[config.mk]
export PLATFORM = sky130hd
export DESIGN_NAME = vrf_read_group_sequencer
export DESIGN_NICKNAME = d
export VERILOG_FILES = /design/src/rtl/vrf_read_group_sequencer_pkg.sv /design/src/rtl/vrf_read_group_sequencer_credit.sv /design/src/rtl/vrf_read_group_sequencer.sv
export SDC_FILE = /design/constraint.sdc
export NUM_CORES = 1
export LEC_CHECK = 0
export BUFFER_PORTS_ARGS = -buffer_cell sky130_fd_sc_hd__buf_2
export CORE_MARGIN = 5
export CORE_UTILIZATION = 40
export CTS_BUF_LIST = sky130_fd_sc_hd__clkbuf_4 sky130_fd_sc_hd__clkbuf_8 sky130_fd_sc_hd__clkbuf_16
export CTS_CLUSTER_DIAMETER = 150
export DETAILED_ROUTE_END_ITERATION = 8
export PLACE_DENSITY = 0.67
export SETUP_SLACK_MARGIN = 0.15
export SYNTH_ARGS = -nofsm -noshare
export SYNTH_HDL_FRONTEND = slang
export SYNTH_SLANG_ARGS = --single-unit
[constraint.sdc]
create_clock -name clock -period 6 [get_ports clock]
set_input_delay 0.6 -clock clock [delete_from_list [all_inputs] [get_ports clock]]
set_output_delay 0.6 -clock clock [all_outputs]
set_load 0.05 [all_outputs]
[src/rtl/vrf_read_group_sequencer_pkg.sv]
// Shared types for the VRF read group sequencer and the read pipe.
// State enum, request/output bundles and the outstanding-read limit.
package vrf_read_group_sequencer_pkg;

  localparam int DATA_W  = 32;
  localparam int VS_W    = 5;
  localparam int GROUP_W = 4;
  localparam int SRC_W   = 4;
  localparam int INST_W  = 3;

  // Read-pipe data queue depth; outstanding reads must never exceed it.
  localparam int PIPE_QUEUE_DEPTH    = 4;
  localparam int MAX_OUTSTANDING_DEF = PIPE_QUEUE_DEPTH;

  typedef enum logic [1:0] {
    ST_IDLE,
    ST_ISSUE,
    ST_DRAIN
  } seq_state_e;

  typedef struct packed {
    logic [VS_W-1:0]    vs;
    logic [GROUP_W-1:0] group_index;
    logic [SRC_W-1:0]   read_source;
    logic [INST_W-1:0]  instruction_index;
  } vrf_read_req_t;

  typedef struct packed {
    logic [DATA_W-1:0]  data;
    logic [GROUP_W-1:0] group_index;
    logic               last;
    logic [INST_W-1:0]  instruction_index;
  } vrf_read_out_t;

endpackage

[src/rtl/vrf_read_group_sequencer_credit.sv]
// Up/down credit counter bounding issued-but-not-returned reads.
// Ports: clock, reset, i_inc (issue), i_dec (return), o_count, o_has_credit.
module vrf_read_credit_counter #(
  parameter int MAX_OUTSTANDING = 4,
  parameter int CNT_W = $clog2(MAX_OUTSTANDING + 1)
) (
  input  logic             clock,
  input  logic             reset,
  input  logic             i_inc,
  input  logic             i_dec,
  output logic [CNT_W-1:0] o_count,
  output logic             o_has_credit
);

  logic [CNT_W-1:0] r_count;

  always_ff @(posedge clock) begin
    if (reset) begin
      r_count <= '0;
    end else if (i_inc && !i_dec) begin
      r_count <= r_count + 1'b1;
    end else if (i_dec && !i_inc) begin
      r_count <= r_count - 1'b1;
    end
  end

  always_ff @(posedge clock) begin
    if (!reset) begin
      assert (!(i_inc && !i_dec &&
                r_count == CNT_W'(MAX_OUTSTANDING)));
      assert (!(i_dec && !i_inc && r_count == '0));
    end
  end

  assign o_count      = r_count;
  assign o_has_credit = r_count < CNT_W'(MAX_OUTSTANDING);

endmodule

[src/rtl/vrf_read_group_sequencer.sv]
// Walks groups 0..last of one VRF read, issuing pipe requests and tagging returns.
// Ports: inst_* offer, req_* to pipe enqueue, rdata_* from pipe, out_* tagged words, done.
module vrf_read_group_sequencer
  import vrf_read_group_sequencer_pkg::*;
#(
  parameter int DATA_WIDTH      = DATA_W,
  parameter int VS_WIDTH        = VS_W,
  parameter int GROUP_WIDTH     = GROUP_W,
  parameter int SRC_WIDTH       = SRC_W,
  parameter int INST_WIDTH      = INST_W,
  parameter int MAX_OUTSTANDING = MAX_OUTSTANDING_DEF
) (
  input  logic                   clock,
  input  logic                   reset,
  input  logic                   inst_valid,
  output logic                   inst_ready,
  input  logic [VS_WIDTH-1:0]    inst_vs,
  input  logic [GROUP_WIDTH-1:0] inst_last_group,
  input  logic [SRC_WIDTH-1:0]   inst_read_source,
  input  logic [INST_WIDTH-1:0]  inst_instruction_index,
  output logic                   req_valid,
  input  logic                   req_ready,
  output logic [VS_WIDTH-1:0]    req_vs,
  output logic [GROUP_WIDTH-1:0] req_group_index,
  output logic [SRC_WIDTH-1:0]   req_read_source,
  output logic [INST_WIDTH-1:0]  req_instruction_index,
  input  logic                   rdata_valid,
  output logic                   rdata_ready,
  input  logic [DATA_WIDTH-1:0]  rdata_bits,
  output logic                   out_valid,
  input  logic                   out_ready,
  output logic [DATA_WIDTH-1:0]  out_data,
  output logic [GROUP_WIDTH-1:0] out_group_index,
  output logic                   out_last,
  output logic [INST_WIDTH-1:0]  out_instruction_index,
  output logic                   done
);

  localparam int CNT_W = $clog2(MAX_OUTSTANDING + 1);

  seq_state_e       r_state;
  seq_state_e       w_next;
  // group_index of the latch holds the final group index.
  vrf_read_req_t    r_inst;
  logic [GROUP_WIDTH-1:0] r_issue_ptr;
  logic [GROUP_WIDTH-1:0] r_ret_ptr;
  vrf_read_out_t    r_out;
  logic             r_out_valid;
  logic             r_done;

  logic             w_req_valid;
  logic             w_inst_ready;
  logic             w_has_credit;
  logic [CNT_W-1:0] w_credit;
  logic             w_inst_fire;
  logic             w_req_fire;
  logic             w_rd_fire;
  logic             w_out_fire;
  logic             w_issue_last;
  logic             w_final_out;

  assign w_inst_fire  = inst_valid & w_inst_ready;
  assign w_req_fire   = w_req_valid & req_ready;
  assign w_rd_fire    = rdata_valid & rdata_ready;
  assign w_out_fire   = r_out_valid & out_ready;
  assign w_issue_last = r_issue_ptr == r_inst.group_index;
  assign w_final_out  = w_out_fire & r_out.last &
                        (r_state == ST_DRAIN);

  vrf_read_credit_counter #(
    .MAX_OUTSTANDING(MAX_OUTSTANDING),
    .CNT_W          (CNT_W)
  ) u_credit (
    .clock       (clock),
    .reset       (reset),
    .i_inc       (w_req_fire),
    .i_dec       (w_rd_fire),
    .o_count     (w_credit),
    .o_has_credit(w_has_credit)
  );

  always_comb begin
    w_next       = r_state;
    w_req_valid  = 1'b0;
    w_inst_ready = 1'b0;
    unique case (r_state)
      ST_IDLE: begin
        // Hold off during the done pulse.
        w_inst_ready = ~r_done;
        if (inst_valid && !r_done) w_next = ST_ISSUE;
      end
      ST_ISSUE: begin
        w_req_valid = w_has_credit;
        if (w_has_credit && req_ready && w_issue_last)
          w_next = ST_DRAIN;
      end
      ST_DRAIN: begin
        if (w_final_out) w_next = ST_IDLE;
      end
      default: w_next = ST_IDLE;
    endcase
  end

  always_ff @(posedge clock) begin
    if (reset) begin
      r_state     <= ST_IDLE;
      r_inst      <= '0;
      r_issue_ptr <= '0;
      r_ret_ptr   <= '0;
      r_out       <= '0;
      r_out_valid <= 1'b0;
      r_done      <= 1'b0;
    end else begin
      r_state <= w_next;
      r_done  <= w_final_out;
      if (w_inst_fire) begin
        r_inst <= '{vs:                inst_vs,
                    group_index:       inst_last_group,
                    read_source:       inst_read_source,
                    instruction_index: inst_instruction_index};
        r_issue_ptr <= '0;
        r_ret_ptr   <= '0;
      end else begin
        if (w_req_fire) r_issue_ptr <= r_issue_ptr + 1'b1;
        if (w_rd_fire)  r_ret_ptr   <= r_ret_ptr + 1'b1;
      end
      // Pipe returns in issue order, so ret_ptr is the tag.
      if (w_rd_fire) begin
        r_out <= '{data:              rdata_bits,
                   group_index:       r_ret_ptr,
                   last:              r_ret_ptr == r_inst.group_index,
                   instruction_index: r_inst.instruction_index};
        r_out_valid <= 1'b1;
      end else if (w_out_fire) begin
        r_out_valid <= 1'b0;
      end
    end
  end

  always_ff @(posedge clock) begin
    if (!reset && r_state == ST_IDLE) begin
      assert (!(rdata_valid && w_credit == '0));
    end
  end

  assign inst_ready            = w_inst_ready;
  assign req_valid             = w_req_valid;
  assign req_vs                = r_inst.vs;
  assign req_group_index       = r_issue_ptr;
  assign req_read_source       = r_inst.read_source;
  assign req_instruction_index = r_inst.instruction_index;
  assign rdata_ready           = ~r_out_valid | out_ready;
  assign out_valid             = r_out_valid;
  assign out_data              = r_out.data;
  assign out_group_index       = r_out.group_index;
  assign out_last              = r_out.last;
  assign out_instruction_index = r_out.instruction_index;
  assign done                  = r_done;

endmodule
==> results.toml <==
[floorplanning]
dieHeight_um = 95.8
coreArea_sq_um = 7210
die-area_sq_um = 9180
die_w_um = 95.8
io_pins = 115
start_util = 0.408
rows = 31

[detailed_routing]
routed_wl_mm = 7.31
drt_iter0_drc = 116
ant_nets = 0
remaining_drc_errors = 0
drtPass1Iterations = 5
wl_per_cell_um = 13.5
num_vias = 2695
viasPerCell = 4.98

[power]
power_per_cell_area_nw_per_um2 = 304
power.switching_mw = 0.348
p_sw_frac = 0.317
seq_power_share = 0.479
p_total_mw = 1.10
power.internal_mw = 0.751
ir_worst_vdd_v = 0.000164
combPwrFrac = 0.216
power_frac_clock = 0.305
power.leakage_nw = 1.57

[layout]
n_antenna_cell = 0
area_delta_synth_final_pct = 22.6
nNetsFinal = 496
final_common_cell = "buf_2"
layout_common_cells = "buf_2, dfxtp_1, a21oi_1, o21ai_0, nand3_1"
drive_gt1_frac = 0.310

[logic_synthesis]
synth-adder-area-share = 0.0195
yosys-mux-area-fraction = 0.00340
ys_types = 35
synth_area_per_cell_sq_um = 8.36
yosysSeqAreaShare = 0.483
synth_top_family_by_area = "compound AO/OA/AOI/OAI gates"
synth_warnings = 0
synthCells = 352
synth_compound_area_frac = 0.202
synthSimpleGateAreaFrac = 0.175
synth_xor_xnor_area_share = 0.0327
syn_nets = 410
synth_seq_cells = 71
netlist_area_sq_um = 2940

[setup_path]
cpMaxStageDelayCell = "buf_4"
cp-start-kind = "input pin"
cp-end-kind = "output port"
path_cells = "buf_2 > nor2b_2 > buf_4 > clkinv_1 > buf_4 > buf_2"
cp_max_fo = 48
critPathBufInv = 5
cp.required_ps = 5400
crit_type = "in -> out"
path_delay_family = "buffers and inverters"
worstPathArrival_ps = 1910
critPathMaxStageDelay_ps = 360

[global_routing]
grt_overflow = 0
grt_max_degree = 67
grt_pass1_wl_mm = 11.7
grt_pass1_vias = 2537
antenna_found_initial = 0
track_usage = 0.161

[clock_tree]
cts_made_buffers = 9
htree_levels = 3
cts_tree = "done"
post_cts_buffers = 0
clock_latency_ps = 330
clock-root-buffer = "clkbuf_8"
clk_pin_slew_worst_paths_ps = 70
cts_resized = 0
clock-sinks = 71
hold_buffers = 0
clockBufferDepth = 2

[place]
hpwlAfterDp_mm = 4.90
gp_congestion = 0.732
portBuffers = 114

[sta]
rsz0062_at_grt = "false"
fin_crit_sh = 0.418
setup_viol = 0
clock_skew_ps = 3.60
slew_viol_final = 0
maxSlewHeadroom = 0.421
tightest_slew_ps = 865
timing.fmax_mhz = 399
min_period_ps = 2510
hold_viol_final = 0
tns_ps = 0

[run_status]
run_status = "completed"

[min_path]
hold_class = "reg -> reg"

[job]
cap_violations = 0
-- worst paths after layout --
| kind | to | from | slack, ps | cells past startpoint |
|---|---|---|---|---|
| worst max register to register | u_credit.o_count[2] | out_valid | 3560 | 10 |
| worst min register to register | req_vs[2] | req_vs[2] | 450 | 2 |
| worst max-delay path | rdata_ready | out_ready | 3490 | 6 |
| worst min-delay path | req_vs[2] | req_vs[2] | 450 | 2 |
-- metrics by stage --
stage | hold WS, ps | std cells | util | setup WS, ps | area (sq um)
6_report | 450 | 541 | 0.500 | 3490 | 3610
2_1_floorplan | 437 | 352 | - | 3640 | 2940
4_1_cts | 453 | 541 | 0.500 | 3480 | 3610
3_3_place_gp | 438 | 526 | 0.476 | 3310 | 3440
3_5_place_dp | 443 | 526 | 0.476 | 3200 | 3440
5_1_grt | 474 | 541 | 0.500 | 3330 | 3610
-- synthesized netlist by cell type, drive strengths merged --
master	count	share of area
nand2	35	0.045
or3	4	0.0085
fa	1	0.0068
inv	5	0.0064
xnor2	9	0.027
mux2i	1	0.0034
clkbuf	19	0.024
o21ai	45	0.076
ha	3	0.013
or4	2	0.0051
nor3	1	0.0017
o31a	1	0.0034
nand2b	1	0.0021
a21oi	65	0.11
clkinv	1	0.0013
o41ai	1	0.0030
nand4	1	0.0021
nand3	45	0.076
dfxtp	71	0.48
nor4b	2	0.011
xor2	2	0.0060
nand4bb	1	0.0038
or2b	1	0.0026
buf	23	0.053
nand3b	1	0.0026
nor2	5	0.0064
or4b	1	0.0034
o31ai	3	0.0076
nor2b	2	0.0042
-- registers in the layout, indices dropped and copies added (netlist names) --
signal                 flops
out_group_index            4
out_last                   1
req_instruction_index      3
req_read_source            4
done                       1
out_valid                  1
r_inst                     4
r_state                    2
req_vs                     5
out_data                  32
req_group_index            4
r_ret_ptr                  4
u_credit.o_count           3
out_instruction_index      3
-- per-layer routing --
metal / routed length (um) / GRT usage / share of wire / vias to the layer above
li1: - / - / - / 1380
met1: 3250 / 0.199 / 0.44 / 1227
met2: 3300 / 0.257 / 0.45 / 80
met3: 620 / 0.0508 / 0.085 / 8
met4: 133 / 0.0758 / 0.018 / 0
met5: 0 / 0 / 0 / -
-- power groups by stage --
stage | clock, mW | combinational (mW) | sequential, mW
floorplan | 0 | 0.140 | 0.586
global route | 0.368 | 0.257 | 0.531
CTS | 0.346 | 0.240 | 0.527
global placement | 0 | 0.235 | 0.537
detailed placement | 0 | 0.239 | 0.537
finish | 0.335 | 0.237 | 0.526
-- worst register-to-register path, delay by kind of cell (launching register included) --
family                     cells  cell delay, ps
AOI/OAI and AO/OA              1             130
xor gates and xnor gates       1             160
adders and majority gates      2             580
buffers and inverters          3             590
DFF                            1             340
and+or+nand+nor                3             560
-- final cells by class --
cell class              count  area, sq um
clock inverters             1         5.00
flip-flops and latches     71         1420
inverters                   6         22.5
multi-input cells         233         1280
well taps                  99          124
fillers                   750         3600
repair buffers            117          593
clock buffers              14          168
-- cell families after synthesis --
logic type	count (synthesis)
AO/OA/AOI/OAI	115
multiplexers	1
XOR/XNOR	11
AND/OR/NAND/NOR	102
buffers and inverters	48
flip-flops	71
adder cells (fa/ha/maj)	4
Power figures use the tool's default switching activity.
